`config.mk`:
```
export PLATFORM = sky130hd
export DESIGN_NAME = sgd_loss_rd_sched
export DESIGN_NICKNAME = d
export VERILOG_FILES = /design/src/rtl/sgd_loss_sched_pkg.sv /design/src/rtl/sgd_credit_counter.sv /design/src/rtl/sgd_loss_rd_sched.sv
export SDC_FILE = /design/constraint.sdc
export NUM_CORES = 1
export LEC_CHECK = 0
export ABC_AREA = 1
export BUFFER_PORTS_ARGS = -buffer_cell sky130_fd_sc_hd__clkbuf_2
export CAP_MARGIN = 0
export CORE_AREA = 2 2 112 114
export DETAILED_ROUTE_END_ITERATION = 8
export DIE_AREA = 0 0 114 116
export MAX_ROUTING_LAYER = met4
export PLACE_DENSITY = 0.68
export SETUP_SLACK_MARGIN = 0.02
export SLEW_MARGIN = 0
export SYNTH_ARGS = -nofsm -noshare
export SYNTH_HDL_FRONTEND = slang
export SYNTH_SLANG_ARGS = --single-unit
```
`constraint.sdc`:
```
create_clock -name clk -period 7.8 [get_ports clk]
set_clock_uncertainty 0.15 [all_clocks]
set_input_delay 1.56 -clock clk [delete_from_list [all_inputs] [get_ports clk]]
set_output_delay 1.56 -clock clk [all_outputs]
set_load 0.01 [all_outputs]
```
`src/rtl/sgd_loss_sched_pkg.sv`:
```
// Shared types and constants for the serial-loss read scheduler.
// Holds the FSM state enum, credit width helper and default sizing.
package sgd_loss_sched_pkg;

    typedef enum logic [1:0] {
        IDLE,
        ARM,
        POP,
        DRAIN
    } state_e;

    localparam int DEF_CREDITS       = 16;
    localparam int DEF_ALIGN_TIMEOUT = 256;

    // Width needed to hold a credit count of 0..n inclusive.
    function automatic int cred_w(input int n);
        return $clog2(n + 1);
    endfunction

endpackage

```
`src/rtl/sgd_credit_counter.sv`:
```
// Up/down saturating counter, reset to MAX, with an overflow flag.
// Ports: clk, rst, inc_i, dec_i, cnt_o, cnt_nxt_o, ovf_o (inc while full).
module sgd_credit_counter #(
    parameter int MAX = 16,
    parameter int W   = $clog2(MAX + 1)
) (
    input  logic         clk,
    input  logic         rst,
    input  logic         inc_i,
    input  logic         dec_i,
    output logic [W-1:0] cnt_o,
    output logic [W-1:0] cnt_nxt_o,
    output logic         ovf_o
);

    localparam logic [W-1:0] FULL = W'(MAX);

    logic [W-1:0] cnt_q, cnt_d;

    always_comb begin
        cnt_d = cnt_q;
        ovf_o = 1'b0;
        unique case ({inc_i, dec_i})
            2'b10: begin
                if (cnt_q == FULL) ovf_o = 1'b1;
                else               cnt_d = cnt_q + 1'b1;
            end
            2'b01: begin
                if (cnt_q != '0) cnt_d = cnt_q - 1'b1;
            end
            default: ;
        endcase
    end

    always_ff @(posedge clk or posedge rst) begin
        if (rst) cnt_q <= FULL;
        else     cnt_q <= cnt_d;
    end

    assign cnt_o     = cnt_q;
    assign cnt_nxt_o = cnt_d;

endmodule

```
`src/rtl/sgd_loss_rd_sched.sv`:
```
// Aligned pop scheduler for the engine dot-product FIFOs and the b FIFO:
// paces pops by a gap, tracks credits, counts samples, pulses done,
// and flags engine misalignment via a watchdog and credit overflow.
// Ports: clk, rst, start, cfg_num_samples, cfg_rd_gap, a_empty, b_empty,
//   result_retire (in); a_rd_en, busy, done, err_align, credits_avail (out).
// Macro SGD_LOSS_SCHED_STATS_EN adds stat_pops and stat_stall_cycles.
module sgd_loss_rd_sched
    import sgd_loss_sched_pkg::*;
#(
    parameter int ENGINE_NUM    = 8,
    parameter int CREDITS       = DEF_CREDITS,
    parameter int ALIGN_TIMEOUT = DEF_ALIGN_TIMEOUT
) (
    input  logic                       clk,
    input  logic                       rst,
    input  logic                       start,
    input  logic [31:0]                cfg_num_samples,
    input  logic [3:0]                 cfg_rd_gap,
    input  logic [ENGINE_NUM-1:0]      a_empty,
    input  logic                       b_empty,
    output logic [ENGINE_NUM-1:0]      a_rd_en,
    input  logic                       result_retire,
    output logic                       busy,
    output logic                       done,
    output logic                       err_align,
    output logic [cred_w(CREDITS)-1:0] credits_avail
`ifdef SGD_LOSS_SCHED_STATS_EN
    ,
    output logic [31:0]                stat_pops,
    output logic [31:0]                stat_stall_cycles
`endif
);

    localparam int CW  = cred_w(CREDITS);
    localparam int WDW = $clog2(ALIGN_TIMEOUT + 1);
    localparam logic [CW-1:0]  CRED_FULL = CW'(CREDITS);
    localparam logic [WDW-1:0] WD_TO     = WDW'(ALIGN_TIMEOUT);

    state_e         state_q, state_d;
    logic [31:0]    num_q, num_d;
    logic [31:0]    cnt_q, cnt_d;
    logic [3:0]     gcfg_q, gcfg_d;
    logic [3:0]     gap_q, gap_d;
    logic [WDW-1:0] wd_q, wd_d;
    logic           busy_q, busy_d;
    logic           done_q, done_d;
    logic           err_q, err_d;
    logic           rd_q;

    logic [CW-1:0]  cred, cred_nxt;
    logic           ovf;
    logic           pop;
    logic           all_rdy;
    logic           partial;
    logic           pop_ok;

    assign pop     = (state_q == POP);
    assign all_rdy = ~|a_empty & ~b_empty;
    assign partial = |a_empty & ~&a_empty;
    assign pop_ok  = all_rdy && (cred != '0) && (gap_q == '0);

    sgd_credit_counter #(
        .MAX (CREDITS),
        .W   (CW)
    ) u_cred (
        .clk       (clk),
        .rst       (rst),
        .inc_i     (result_retire),
        .dec_i     (pop),
        .cnt_o     (cred),
        .cnt_nxt_o (cred_nxt),
        .ovf_o     (ovf)
    );

    always_comb begin
        state_d = state_q;
        num_d   = num_q;
        cnt_d   = cnt_q;
        gcfg_d  = gcfg_q;
        gap_d   = gap_q;
        wd_d    = '0;
        busy_d  = busy_q;
        done_d  = 1'b0;
        err_d   = err_q | ovf;
        unique case (state_q)
            IDLE: begin
                if (start) begin
                    num_d   = cfg_num_samples;
                    gcfg_d  = cfg_rd_gap;
                    cnt_d   = '0;
                    gap_d   = '0;
                    err_d   = 1'b0;
                    busy_d  = 1'b1;
                    state_d = (cfg_num_samples == '0) ? DRAIN : ARM;
                end
            end
            ARM: begin
                if (gap_q != '0) gap_d = gap_q - 4'd1;
                if (partial) begin
                    wd_d = (wd_q == WD_TO) ? wd_q : wd_q + 1'b1;
                    if (wd_q == WD_TO - 1'b1) err_d = 1'b1;
                end
                if (pop_ok) state_d = POP;
            end
            POP: begin
                cnt_d = cnt_q + 32'd1;
                // The ARM cycle after a pop already counts as one idle cycle.
                gap_d = (gcfg_q == '0) ? '0 : gcfg_q - 4'd1;
                state_d = (cnt_q + 32'd1 == num_q) ? DRAIN : ARM;
            end
            DRAIN: begin
                // Looking at the next credit value lets done follow the
                // last retire by a single cycle.
                if (cred_nxt == CRED_FULL) begin
                    state_d = IDLE;
                    done_d  = 1'b1;
                    busy_d  = 1'b0;
                end
            end
            default: state_d = IDLE;
        endcase
    end

    always_ff @(posedge clk or posedge rst) begin
        if (rst) begin
            state_q <= IDLE;
            num_q   <= '0;
            cnt_q   <= '0;
            gcfg_q  <= '0;
            gap_q   <= '0;
            wd_q    <= '0;
            busy_q  <= 1'b0;
            done_q  <= 1'b0;
            err_q   <= 1'b0;
            rd_q    <= 1'b0;
        end else begin
            state_q <= state_d;
            num_q   <= num_d;
            cnt_q   <= cnt_d;
            gcfg_q  <= gcfg_d;
            gap_q   <= gap_d;
            wd_q    <= wd_d;
            busy_q  <= busy_d;
            done_q  <= done_d;
            err_q   <= err_d;
            rd_q    <= (state_d == POP);
        end
    end

    assign a_rd_en       = {ENGINE_NUM{rd_q}};
    assign busy          = busy_q;
    assign done          = done_q;
    assign err_align     = err_q;
    assign credits_avail = cred;

`ifdef SGD_LOSS_SCHED_STATS_EN
    logic [31:0] pops_q;
    logic [31:0] stall_q;

    always_ff @(posedge clk or posedge rst) begin
        if (rst) begin
            pops_q  <= '0;
            stall_q <= '0;
        end else if (state_q == IDLE && start) begin
            pops_q  <= '0;
            stall_q <= '0;
        end else begin
            if (pop && pops_q != '1)
                pops_q <= pops_q + 32'd1;
            if (state_q == ARM && gap_q == '0 && !pop_ok && stall_q != '1)
                stall_q <= stall_q + 32'd1;
        end
    end

    assign stat_pops         = pops_q;
    assign stat_stall_cycles = stall_q;
`endif

endmodule

```
[Word level (Yosys, flattened, before mapping)]
Index checks and enable logic that the tools add are counted.
Cells by class
  bitwise logic cells: 4
  add/subtract/negate cells: 6
  equality and inequality tests: 15
  reduce and logical (&&, ||, !) cells: 19
  mux-type cells: 29
Operator list (count)
  $pmux 32 s2: 1
  $add 32x1->32 const B: 1
  $eq 32x32->1: 1
  $logic_not 32->1: 1
  $mux 32: 1
  $mux 9: 3
  $mux 4: 3
  $pmux 4 s3: 1
  $eq 5x5->1 const B: 2
  $mux 2: 5
  $mux 5: 2
  $pmux 5 s2: 1
  $add 9x1->9 const B: 1
  $eq 9x8->1 const B: 1
  $eq 9x9->1 const B: 1
  $mux 1: 9
  $eq 2x2->1 const B: 4
  $logic_not 4->1: 2
  $pmux 2 s4: 1
  $reduce_and 8->1: 1
  $reduce_or 8->1: 1
  $sub 4x1->4 const B: 2
  $ne 2x2->1 const B: 3
  $reduce_and 3->1: 2
  other kinds (16): 23
Storage, ports and cells
  word-level logic and storage cells: 84
  bits of input ports: 49
  bits in registers: 92

[Depth between registers and ports, before layout]
  word-level depth: 8
  gate-level depth with buffers: 18
  gate-level depth less buffers: 18

[By module]
A second synthesis with hierarchy kept.
Unflattened totals
  cells, all modules: 845
  area total of the unflattened synthesis: 6013.3 sq um
By module, submodules not included
  sgd_loss_rd_sched: cells each 778, instances 1, seq. area each 2177.1 sq um, area an instance 5550.3 sq um
  sgd_credit_counter: cells each 67, instances 1, seq. area each 126.4 sq um, area an instance 462.9 sq um

[Least setup slack after synthesis]
OpenSTA, ideal clock, no wires.
  path kind: input -> register
  start: in result_retire
  end: reg rd_q
  required time: 7523 ps
  setup slack: 4679 ps
  library setup time: 127 ps
  arrival: 2844 ps
  stages: 14
  path through: inv_1 -> ha_1 -> inv_1 -> nand3_1 -> o21ai_0 -> nand3_1 -> nor2_1 -> nand2_1 -> nand2_1 -> nand2_1 -> nand2_1 -> nand2_1 -> nand2_2 -> a21oi_2
Between the ends
  longest elaborated chain between the ends: 6
  elaborated cells between the ends (all ways): 7
RTL lines
  start, declared: RTL line sgd_loss_rd_sched.sv:22  | input logic result_retire,
  $eq 2x1->1 / $eq 2x2->1 (equally long branches): RTL line sgd_credit_counter.sv:23  | unique case ({inc_i, dec_i})
  $pmux 5 s2 (*): RTL line sgd_credit_counter.sv:23
  named net cred_nxt[4]: RTL line sgd_loss_rd_sched.sv:50  | logic [CW-1:0] cred, cred_nxt;
  $eq 5x5->1 (*): RTL line sgd_loss_rd_sched.sv:114  | if (cred_nxt == CRED_FULL) begin
  $mux 2 (*): RTL line sgd_loss_rd_sched.sv:114
  $pmux 2 s4 (*): RTL line sgd_loss_rd_sched.sv:85  | unique case (state_q)
  $eq 2x2->1 (*): RTL line sgd_loss_rd_sched.sv:146  | rd_q <= (state_d == POP);
  end signal, assigned: RTL line sgd_loss_rd_sched.sv:146
  end, declared: RTL line sgd_loss_rd_sched.sv:48  | logic rd_q;
The timed path passes the listed nets; every way through them passes the cells marked *.
A chain may end at the register's enable or synchronous reset.

[Final worst setup path]
  start: in start
  end: reg cnt_q[1]
Between the ends
  longest elaborated chain between the ends: 2
RTL lines
  start, declared: RTL line sgd_loss_rd_sched.sv:16  | input logic start,
  $ne 2x2->1 (no line)
  $reduce_and 2->1 (no line)
  end signal, assigned: RTL line sgd_loss_rd_sched.sv:139  | cnt_q <= cnt_d;
  end, declared: RTL line sgd_loss_rd_sched.sv:41  | logic [31:0] cnt_q, cnt_d;
No other way between the ends.

==> impl_metrics.env <==
export IMPL_antenna_left=0
export IMPL_drc_errors=0
export IMPL_fmax_mhz=292
export IMPL_min_period_ns=3.43
export IMPL_viasPerCell=5.23
export IMPL_synth_top_cell_area_share=0.389
export IMPL_avgRoutedWirePerCell_um=13.6
export IMPL_status="finished clean"
export IMPL_final_nets=939
export IMPL_grt_usage=0.233
export IMPL_regToRegStartpoint="state_q[0]"
export IMPL_dpl_worst_slack_ns=3.99
export IMPL_ys_types=34
export IMPL_cts_setup_buffers=0
export IMPL_first_pass_iters=5
export IMPL_cts_sinks=92
export IMPL_rsz0062_at_grt="no"
export IMPL_drt_wl_total_mm=14.0
export IMPL_cts_inserted_buffers=9
export IMPL_arrival_ns=3.54
export IMPL_dieHeight_um=116
export IMPL_holdCritPathClass="reg2reg"
export IMPL_cts_tree="yes"
export IMPL_p_sw_mw=0.583
export IMPL_pwr_share_clk=0.288
export IMPL_tightestPinTransition_ns=1.05
export IMPL_hpwl_mm=10.7
export IMPL_synthTopCellsByArea="dfrtp_1, nand2_1, inv_1, nand3_1, nor2_1"
export IMPL_critPathCaptureType="flip-flop"
export IMPL_mostFrequentLayoutCell="nand2_1"
export IMPL_rows=40
export IMPL_fin_setup_tns_ns=0
export IMPL_switching_share=0.351
export IMPL_clock_latency_ns=0.36
export IMPL_r2r_end="cnt_q[1]"
export IMPL_rrSetupSlack_ns=4.82
export IMPL_relSlewSlack=0.301
export IMPL_synth_edff_count=0
export IMPL_syn_area_sq_mm=0.00586
export IMPL_ys_ff_latch=92
export IMPL_p_int_mw=1.08
export IMPL_most_common_layout_cells="nand2_1, inv_1, dfrtp_1"
export IMPL_grt_pass1_wl_mm=23.4
export IMPL_synth_ff_type="dfrtp_1"
export IMPL_cts_buffer_depth=2
export IMPL_cp_start_kind="input port"
export IMPL_io_pins=65
export IMPL_synth_nets=882
export IMPL_drv_slew=0
export IMPL_power_density_mw_per_mm2=252
export IMPL_pwr_share_comb=0.301
export IMPL_hold_end="num_q[2]"
export IMPL_cts_resized_gates=0
export IMPL_period_share=0.439
export IMPL_avgSynthCellArea_sq_um=7.15
export IMPL_cap_violations=0
export IMPL_area_delta_synth_final_pct=12.8
export IMPL_hold_viol=0
export IMPL_yosysTopAreaCell="dfrtp_1"
export IMPL_yosysSeqAreaShare=0.393
export IMPL_cts_htree_levels=3
export IMPL_p_leak_nw=3.25
export IMPL_peakVddDrop_v=0.000146
export IMPL_required_ns=7.91
export IMPL_setup_ws_ns=4.37
export IMPL_vias=5373
export IMPL_hold_start="num_q[2]"
export IMPL_core_area_sq_mm=0.0119
export IMPL_drive_gt1_frac=0.131
export IMPL_async_flop_share=1.00
export IMPL_io_buffers=64
export IMPL_fp_dieW_um=114
export IMPL_grt_overflow_total=0
export IMPL_seq_power_share=0.411
export IMPL_crit_type="in2reg"
export IMPL_clk_pin_slew_ns=0.06
export IMPL_die_area_sq_mm=0.0132
export IMPL_r2r_cells=6
export IMPL_setup_viol=0
export IMPL_n_antenna_cell=0
export IMPL_path_max_fanout=20
export IMPL_antenna_found_initial=0
export IMPL_grt_pass1_vias=5036
export IMPL_drt_iter0_drc=271
export IMPL_min_path_cells=2
export IMPL_ctsHoldBuffers=0
export IMPL_synth_cells=819
export IMPL_grt_start_max_net_pins=83
export IMPL_start_util=0.492
export IMPL_yosysWarnings=0
export IMPL_gp_congestion=0.894
export IMPL_clock_root_buffer="clkbuf_16"
export IMPL_n_fill_cell=1173
## area by class of cell
class / count / area [sq um] / area share
Clock inverter: 7 / 98.8 / 0.0150
Timing Repair Buffer: 67 / 343 / 0.0519
Inverter: 121 / 457 / 0.0691
Tap cell: 147 / 184 / 0.0278
Sequential cell: 92 / 2300 / 0.349
Clock buffer: 9 / 225 / 0.0341
Multi-Input combinational cell: 585 / 3000 / 0.454
## cells in the mapped netlist (all sizes together), types with 10 or more instances
cell	count
a21oi	22
clkbuf	13
dfrtp	91
ha	14
inv	121
mux2	10
nand2	223
nand3	83
nand3b	15
nand4	15
nor2	91
o21ai	54
o22ai	22
## flip-flops by register name (all words and copies together), names as in the netlist
register,flops
rd_q,1
num_q,32
gap_q,4
err_align,1
done,1
busy,1
u_cred.cnt_o,5
wd_q,9
gcfg_q,4
state_q,2
cnt_q,32
## per-stage QoR
step	hold WS (ns)	util	instance area (sq um)	instances	total power, mW
4_1_cts	0.345	0.555	6610	1028	1.68
6_report	0.344	0.555	6610	1028	1.66
3_3_place_gp	0.328	0.528	6280	1012	1.18
5_1_grt	0.384	0.555	6610	1028	1.78
3_5_place_dp	0.328	0.528	6280	1012	1.19
2_1_floorplan	0.305	-	5860	819	1.05
## cells by family after synthesis
| family | after synthesis | synth area share |
|---|---|---|
| xor+xnor | 12 | 0.0250 |
| flops | 92 | 0.393 |
| buf+inv | 142 | 0.0961 |
| simple gates | 445 | 0.340 |
| compound gates | 104 | 0.0968 |
| fa+ha+maj | 14 | 0.0299 |
| mux | 10 | 0.0192 |
## worst max path at each step
| stage | start | endpoint | slack (ns) | cells after the start |
|---|---|---|---|---|
| floorplan | rst | busy | 3.70 | 1 |
| global placement | start | cnt_q[1] | 4.07 | 5 |
| detailed placement | start | cnt_q[1] | 3.99 | 5 |
| CTS | start | cnt_q[1] | 4.38 | 5 |
| global route | start | cnt_q[1] | 4.21 | 5 |
| finish | start | cnt_q[1] | 4.37 | 5 |
## layer usage
| layer | GRT usage | vias up | share of wire |
|---|---|---|---|
| met4 | 0.0959 | 0 | 0.025 |
| met1 | 0.292 | 2451 | 0.46 |
| met3 | 0.0424 | 24 | 0.049 |
| met2 | 0.374 | 132 | 0.46 |
| met5 | - | - | 0 |
| li1 | - | 2766 | - |
## power by group through the flow
stage,clock [mW],sequential (mW),combinational (mW)
6_report,0.479,0.683,0.500
3_5_place_dp,0,0.689,0.504
3_3_place_gp,0,0.688,0.494
2_1_floorplan,0,0.661,0.388
4_1_cts,0.491,0.682,0.504
5_1_grt,0.506,0.700,0.577
## critical path: stages
cell	delay [ns]
clkbuf_2	0.12
nor2_1	0.10
nor2_1	0.79
inv_1	0.65
o21ai_0	0.31
(Power assumes the default switching activity.)
